$ cat src/rtl/tpu_result_reader.sv
// Drains result SRAM banks a, b, c (rows 0..num_rows-1 each) onto a valid/ready stream; first beat 2 cycles after start accept.
// Backpressure: reads are issued only while buffer + in-flight stays under 2, so a stalled consumer freezes the head beat.
module tpu_result_reader #(
  parameter int ARRAY_SIZE        = 8,
  parameter int OUTPUT_DATA_WIDTH = 16,
  parameter int SRAM_ADDR_WIDTH   = 6,
  parameter int BUF_DEPTH         = 2
) (
  input  logic                                      clk,
  input  logic                                      srstn,
  input  logic                                      start,
  input  logic [SRAM_ADDR_WIDTH:0]                  num_rows,
  output logic                                      sram_re_a,
  output logic                                      sram_re_b,
  output logic                                      sram_re_c,
  output logic [SRAM_ADDR_WIDTH-1:0]                sram_raddr_a,
  output logic [SRAM_ADDR_WIDTH-1:0]                sram_raddr_b,
  output logic [SRAM_ADDR_WIDTH-1:0]                sram_raddr_c,
  input  logic [ARRAY_SIZE*OUTPUT_DATA_WIDTH-1:0]   sram_rdata_a,
  input  logic [ARRAY_SIZE*OUTPUT_DATA_WIDTH-1:0]   sram_rdata_b,
  input  logic [ARRAY_SIZE*OUTPUT_DATA_WIDTH-1:0]   sram_rdata_c,
  output logic                                      out_valid,
  input  logic                                      out_ready,
  output logic [ARRAY_SIZE*OUTPUT_DATA_WIDTH-1:0]   out_data,
  output logic [1:0]                                out_bank,
  output logic                                      out_last,
  output logic                                      busy,
  output logic                                      done
);

  localparam int RW = ARRAY_SIZE * OUTPUT_DATA_WIDTH;
  localparam int AW = SRAM_ADDR_WIDTH;
  localparam logic [AW:0] ROW_ONE = {{AW{1'b0}}, 1'b1};

  localparam logic [1:0] S_IDLE  = 2'd0;
  localparam logic [1:0] S_RUN   = 2'd1;
  localparam logic [1:0] S_DRAIN = 2'd2;

  logic [1:0]    state;
  logic [AW:0]   rows_q;
  logic [AW:0]   row;
  logic [1:0]    bank;
  logic          drain_hold;
  logic          inflight;
  logic          inflight_last;
  logic [1:0]    inflight_bank;
  logic [AW-1:0] raddr_a_q, raddr_b_q, raddr_c_q;

  logic [RW-1:0] buf_data [2];
  logic [1:0]    buf_bank [2];
  logic [1:0]    buf_last;
  logic          head;
  logic [1:0]    count;

  logic          pop, issue, row_end, last_issue, drain_exit, wr_idx;
  logic [2:0]    occupancy;
  logic [1:0]    post_pop;
  logic [RW-1:0] cap_data;

  assign pop        = out_valid && out_ready;
  assign occupancy  = {1'b0, count} + {2'b00, inflight} - {2'b00, pop};
  assign issue      = (state == S_RUN) && (occupancy < 3'd2);
  assign row_end    = (row == rows_q - ROW_ONE);
  assign last_issue = issue && (bank == 2'd2) && row_end;
  assign post_pop   = count - {1'b0, pop};
  assign drain_exit = (state == S_DRAIN) && !drain_hold && !inflight && (post_pop == 2'd0);

  assign sram_re_a    = issue && (bank == 2'd0);
  assign sram_re_b    = issue && (bank == 2'd1);
  assign sram_re_c    = issue && (bank == 2'd2);
  assign sram_raddr_a = sram_re_a ? row[AW-1:0] : raddr_a_q;
  assign sram_raddr_b = sram_re_b ? row[AW-1:0] : raddr_b_q;
  assign sram_raddr_c = sram_re_c ? row[AW-1:0] : raddr_c_q;

  always_comb begin
    cap_data = sram_rdata_a;
    case (inflight_bank)
      2'd1:    cap_data = sram_rdata_b;
      2'd2:    cap_data = sram_rdata_c;
      default: cap_data = sram_rdata_a;
    endcase
  end

  assign wr_idx    = head ^ count[0];
  assign out_valid = (count != 2'd0);
  assign out_data  = buf_data[head];
  assign out_bank  = buf_bank[head];
  assign out_last  = buf_last[head];
  assign busy      = (state != S_IDLE);

  always_ff @(posedge clk or negedge srstn) begin
    if (!srstn) begin
      state         <= S_IDLE;
      rows_q        <= '0;
      row           <= '0;
      bank          <= 2'd0;
      drain_hold    <= 1'b0;
      inflight      <= 1'b0;
      inflight_bank <= 2'd0;
      inflight_last <= 1'b0;
      raddr_a_q     <= '0;
      raddr_b_q     <= '0;
      raddr_c_q     <= '0;
      done          <= 1'b0;
    end else begin
      done          <= drain_exit;
      inflight      <= issue;
      inflight_bank <= bank;
      inflight_last <= last_issue;
      if (sram_re_a) raddr_a_q <= row[AW-1:0];
      if (sram_re_b) raddr_b_q <= row[AW-1:0];
      if (sram_re_c) raddr_c_q <= row[AW-1:0];
      case (state)
        S_IDLE: begin
          if (start) begin
            rows_q <= num_rows;
            row    <= '0;
            bank   <= 2'd0;
            // Zero-row job still spends two cycles busy before done.
            if (num_rows == '0) begin
              state      <= S_DRAIN;
              drain_hold <= 1'b1;
            end else begin
              state <= S_RUN;
            end
          end
        end
        S_RUN: begin
          if (issue) begin
            if (row_end) begin
              row <= '0;
              if (bank == 2'd2) state <= S_DRAIN;
              else              bank  <= bank + 2'd1;
            end else begin
              row <= row + ROW_ONE;
            end
          end
        end
        S_DRAIN: begin
          drain_hold <= 1'b0;
          if (drain_exit) state <= S_IDLE;
        end
        default: state <= S_IDLE;
      endcase
    end
  end

  always_ff @(posedge clk or negedge srstn) begin
    if (!srstn) begin
      head     <= 1'b0;
      count    <= 2'd0;
      buf_last <= 2'b00;
      for (int i = 0; i < 2; i++) begin
        buf_data[i] <= '0;
        buf_bank[i] <= 2'd0;
      end
    end else begin
      if (inflight) begin
        buf_data[wr_idx] <= cap_data;
        buf_bank[wr_idx] <= inflight_bank;
        buf_last[wr_idx] <= inflight_last;
      end
      if (pop) head <= ~head;
      count <= count + {1'b0, inflight} - {1'b0, pop};
    end
  end

  // The issue credit check must make a capture into a full, unpopped buffer impossible.
  assert property (@(posedge clk) disable iff (!srstn)
    !(inflight && !pop && (count == 2'(BUF_DEPTH))));

endmodule

$ cat config.mk
export PLATFORM = sky130hd
export DESIGN_NAME = tpu_result_reader
export DESIGN_NICKNAME = d
export VERILOG_FILES = /design/src/rtl/tpu_result_reader.sv
export SDC_FILE = /design/constraint.sdc
export NUM_CORES = 1
export LEC_CHECK = 0
export CAP_MARGIN = 25
export CORE_AREA = 3 3 211 213
export CTS_CLUSTER_SIZE = 14
export DETAILED_ROUTE_END_ITERATION = 8
export DIE_AREA = 0 0 214 216
export HOLD_SLACK_MARGIN = 0.12
export PLACE_DENSITY = 0.61
export REMOVE_ABC_BUFFERS = 1
export SLEW_MARGIN = 20
export SYNTH_ARGS = -nofsm -noshare
export SYNTH_HDL_FRONTEND = slang
export SYNTH_SLANG_ARGS = --single-unit
$ cat constraint.sdc
create_clock -name clk -period 3.5 [get_ports clk]
set_clock_uncertainty 0.2 [all_clocks]
set_input_delay 0.525 -clock clk [delete_from_list [all_inputs] [get_ports clk]]
set_output_delay 0.525 -clock clk [all_outputs]
set_load 0.05 [all_outputs]
* After elaboration in Yosys (flattened, before gate mapping)
Index checks and enable logic that the tools add are counted.
Word-level totals: register bits 307, input bits 395, output and inout bits 155, word-level logic and storage cells 118
Operators by class: add/sub/neg operators 8, order comparisons 7, eq/ne operators 14, mux-type cells 40, bitwise logic cells 4, reduce and logical (&&, ||, !) cells 26
Operators by type and width (count):
- two-way mux 128 bit | 4
- bitwise mux 256 bit | 1
- one-hot mux 128 bit (2 select lines) | 1
- demux 128 bit (select 1 bit) | 1
- two-way mux 2 bit | 14
- two-way mux 7 bit | 3
- two-way mux 6 bit | 3
- one-hot mux 7 bit (2 select lines) | 1
- != test 2 bit (second input constant) | 6
- logical AND 1 bit | 11
- AND reduction 5 bit | 2
- nonzero test 2 bit | 4
- adder 7 x 1 -> 7 bit (second input constant) | 1
- equality test 7 bit | 1
- logical NOT 7 bit | 1
- subtractor 7 x 1 -> 7 bit (second input constant) | 1
- equality test 2 x 1 -> 1 bit (second input constant) | 3
- equality test 2 bit (second input constant) | 3
- logical NOT 2 bit | 3
- one-hot mux 2 bit (3 select lines) | 1
- AND reduction 3 bit | 2
- two-way mux 1 bit | 5
- bitwise mux 4 bit | 1
- >= comparator 2 bit (second input constant) | 2
- 20 further kinds | 24

* Longest topological paths before layout
depth in word-level cells 7, gate-level depth with buffers 11, mapped depth without buffers 11

* Worst setup path before layout
No wires, ideal clock.
kind input-to-output, from input port out_ready, to output port sram_raddr_a[0], data arrival time 2536 ps, path slack 239 ps, cell stages on the path 7, buffers on the path 0, path through nand3_1 -> o21ai_0 -> ha_1 -> fa_1 -> nor3_2 -> nand2_1 -> mux2_2
Between the ends: word-level cells in the longest chain between the ends 6
RTL lines:
- start: declaration | RTL line 23 | input logic out_ready,
- logical AND 1 bit | RTL line 60 | assign pop = out_valid && out_ready;
- subtractor 3 x 1 -> 3 bit | RTL line 61 | assign occupancy = {1'b0, count} + {2'b00, inflight} - {2'b00, pop};
- via occupancy[1] | RTL line 56 | logic [2:0] occupancy;
- < comparator 3 x 2 -> 1 bit | RTL line 62 | assign issue = (state == S_RUN) && (occupancy < 3'd2);
- logical AND 1 bit | RTL line 62
- via issue | RTL line 55 | logic pop, issue, row_end, last_issue, drain_exit, wr_idx;
- logical AND 1 bit | RTL line 68 | assign sram_re_a = issue && (bank == 2'd0);
- two-way mux 6 bit
- end: declaration | RTL line 16 | output logic [SRAM_ADDR_WIDTH-1:0] sram_raddr_a,
The timed path passes the listed nets, and every way through them passes these cells.

* Final worst setup path
from register count[0], to output port sram_raddr_a[4]
Between the ends: word-level cells in the longest chain between the ends 7, elaborated cells between the ends (all ways) 8
RTL lines:
- start: declaration | RTL line 53 | logic [1:0] count;
- start signal: assignment | RTL line 164 | count <= count + {1'b0, inflight} - {1'b0, pop};
- parallel branches: the longest is 2 deep, another holds adder 2 x 1 -> 3 bit
- subtractor 3 x 1 -> 3 bit (*) | RTL line 61
- < comparator 3 x 2 -> 1 bit (*) | RTL line 62
- logical AND 1 bit (*) | RTL line 62
- via issue | RTL line 55
- logical AND 1 bit (*) | RTL line 68
- two-way mux 6 bit (*)
Mark *: on every way through the listed nets, which the timed path passes.

==> flow_metrics.py <==
metrics = {
    "run_status": {
        "outcome": "finished with violations",
        "violations": "setup timing",
    },
    "placed_design": {
        "hpwl_um": 37900,
        "place.gp.congestion": 0.904,
        "port_buffers": 549,
    },
    "clock_tree": {
        "path_clk_slew_ns": 0.06,
        "cts.sinks": 307,
        "cts_buffers": 35,
        "clockBufferDepth": 3,
        "clock_latency_ns": 0.53,
        "root_buffer": "clkbuf_16",
        "cts_max_level": 2,
        "tritoncts": "done",
    },
    "detailed_routing": {
        "wl_per_cell_um": 18.8,
        "vias_per_cell": 4.99,
        "ant_nets": 0,
        "initialDrtViolationCount": 684,
        "wl_met2_um": 25300,
        "dr_wl_met3_um": 3240,
        "finalWirelength_um": 51300,
        "num_vias": 13600,
        "highest_layer": "met4",
        "drc": 0,
        "firstDrtPassIters": 4,
        "met1_length_um": 21900,
    },
    "sta": {
        "period_needed_ns": 3.53,
        "finalSetupViolations": 16,
        "rsz0062_at_grt": "true",
        "max_freq_mhz": 284,
        "hold_violations": 0,
        "worst_slack_ns": -0.0269,
        "relSlewSlack": 0.420,
        "report.final.slew_viol_count": 0,
        "worst_slew_pin_slew_ns": 0.870,
        "whs_ns": 0.273,
        "timing.setup.tns_ns": -0.216,
        "post-route-period-util": 1.01,
    },
    "die": {
        "ios": 550,
        "dieArea_sq_um": 46200,
        "dieWidth_um": 214,
        "die_h_um": 216,
        "core-area_sq_um": 42900,
        "num_rows": 76,
        "start_util": 0.353,
    },
    "synth": {
        "synthesis.area_sq_um": 15100,
        "synth.distinct_cells": 42,
        "async_reset_ff_frac": 1.00,
        "synth_compound_area_frac": 0.203,
        "synthCells": 1622,
        "yosysSeqAreaShare": 0.508,
        "synth_adder_area_share": 0.00877,
        "synth_xor_area_frac": 0.00985,
        "synth-simple-area-share": 0.116,
        "synth.mux.area_fraction": 0.117,
        "synth_edf_count": 0,
        "yosysWarnings": 0,
        "synth_top_family_by_area": "compound AO/OA/AOI/OAI gates",
        "synth_ff_type": "dfrtp_1",
        "syn_avg_cell_area_sq_um": 9.32,
        "yosys_register_bits": 307,
    },
    "setup_path": {
        "cp.arrival_ns": 2.80,
        "start_kind": "flip-flop",
        "path_max_fanout": 7,
        "cp.required_ns": 2.77,
        "critPathKind": "reg -> out",
        "endpoint_kind": "output port",
    },
    "final_layout": {
        "final_net_count": 2527,
        "final_common_cell": "clkdlybuf4s50_1",
        "final_cell_mix": "clkdlybuf4s50_1, dfrtp_1, nand2_1, o21ai_0, mux2_2",
        "area.growth.synth_to_final_pct": 51.7,
        "layout-drive-gt1-share": 0.140,
    },
    "global_routing": {
        "grt_pass1_vias": 13900,
        "grt_overflow_total": 0,
        "grt_max_degree": 104,
        "antenna_found_initial": 4,
        "grt_first_pass_wirelength_um": 79700,
        "grtUsageTotal": 0.217,
    },
    "power": {
        "comb_power_share": 0.607,
        "p_int_w": 0.0130,
        "switchingPower_w": 0.0118,
        "clock_power_share": 0.151,
        "ir_drop_uv": 817,
        "switching_share": 0.476,
        "power.density_nw_per_um2": 1080,
        "leakagePower_nw": 10.1,
        "p_seq_frac": 0.242,
    },
    "worst_hold_path": {
        "hp-class": "reg -> reg",
    },
    "run": {
        "drv_cap": 0,
    },
}
## power groups by stage
stage / registers, W / logic, W / clock network, W
after floorplan: 0.00596 / 0.00948 / 0
after global placement: 0.00597 / 0.0149 / 0
after detailed placement: 0.00607 / 0.0150 / 0
after CTS: 0.00601 / 0.0152 / 0.00385
after global routing: 0.00622 / 0.0161 / 0.00401
final: 0.00599 / 0.0150 / 0.00373
## worst max-delay path, cell delays in order (launching register included)
cell and delay (ns):
dfrtp_1 0.35, inv_2 0.06, nand3_2 0.09, o21ai_2 0.07
ha_2 0.19, fa_2 0.36, xnor2_2 0.17, nor3_4 0.27
nand2_1 0.10, buf_6 0.15, mux2_4 0.32, buf_12 0.15
## worst paths after layout
kind                          startpoint               to  slack, ns  cells past startpoint
min in group asynchronous          srstn    buf_data[232]       0.41                      2
setup / recovery                count[0]  sram_raddr_a[4]      -0.03                     11
hold / removal             buf_data[240]    buf_data[240]       0.27                      2
setup reg to reg                  row[3]          bank[1]       0.78                      6
max in group asynchronous          srstn     buf_data[62]       1.78                      3
hold reg to reg            buf_data[240]    buf_data[240]       0.27                      2
## registers in the layout (all words and copies together) (netlist names), 4 cells and up
name,count
rows_q,7
row,7
raddr_c_q,6
raddr_b_q,6
buf_bank,4
raddr_a_q,6
buf_data,256
## per-layer routing
| metal | global-route usage | up-vias |
|---|---|---|
| li1 | - | 6688 |
| met1 | 0.276 | 6502 |
| met2 | 0.371 | 379 |
| met3 | 0.0560 | 53 |
| met4 | 0.0540 | 0 |
| met5 | 0 | - |
## what timing repair did
| item | 4_1_cts | 5_1_grt |
|---|---|---|
| gates resized for setup | 15 | 1 |
| pin swaps | 5 | 1 |
| endpoints found under the setup margin | 21 | 19 |
| gates cloned | 0 | 0 |
| buffers inserted | 2 | 0 |
| hold buffers | 1 | 0 |
| endpoints found under the hold margin | 95 | 0 |
## stage by stage
stage	instance area, sq um	power [W]	setup WS [ns]	util	instances
finish	22900	0.0247	-0.0269	0.535	2731
CTS	22900	0.0250	-0.0223	0.535	2729
detailed placement	21700	0.0211	-0.245	0.505	2667
global route	22900	0.0263	-0.167	0.535	2731
global placement	21700	0.0208	-0.181	0.505	2667
floorplan	14600	0.0154	-4.68	-	1488
## cell type report
type / instances / area [sq um]
multi-input cells: 1167 / 6960
repair buffers: 597 / 6320
well taps: 585 / 732
clock buffers: 49 / 1050
clock inverters: 10 / 135
diodes: 2 / 5.00
inverters: 14 / 52.6
fillers: 3917 / 19900
flip-flops and latches: 307 / 7690
## kinds of logic after synthesis
family | Yosys count
flops | 307
xor+xnor | 17
compound gates | 541
fa+ha+maj | 10
buf+inv | 148
mux | 157
simple gates | 442
## cell usage after synthesis (all sizes together), types with 2 or more instances
master,n,area share
and4,2,0.0013
inv,14,0.0035
a21oi,132,0.044
nor2,139,0.034
nor3,5,0.0023
nand2,275,0.068
xnor2,11,0.0064
dfrtp,307,0.51
or4,2,0.00099
buf,12,0.0035
xor2,6,0.0035
nand3,5,0.0017
nand2b,4,0.0017
clkbuf,122,0.030
a22oi,128,0.064
nor4,2,0.0018
nand3b,2,0.00099
ha,9,0.0074
o21a,5,0.0025
or2,2,0.00083
mux2,156,0.12
o21ai,266,0.088
Note: power is estimated with default switching activity, not from simulation.
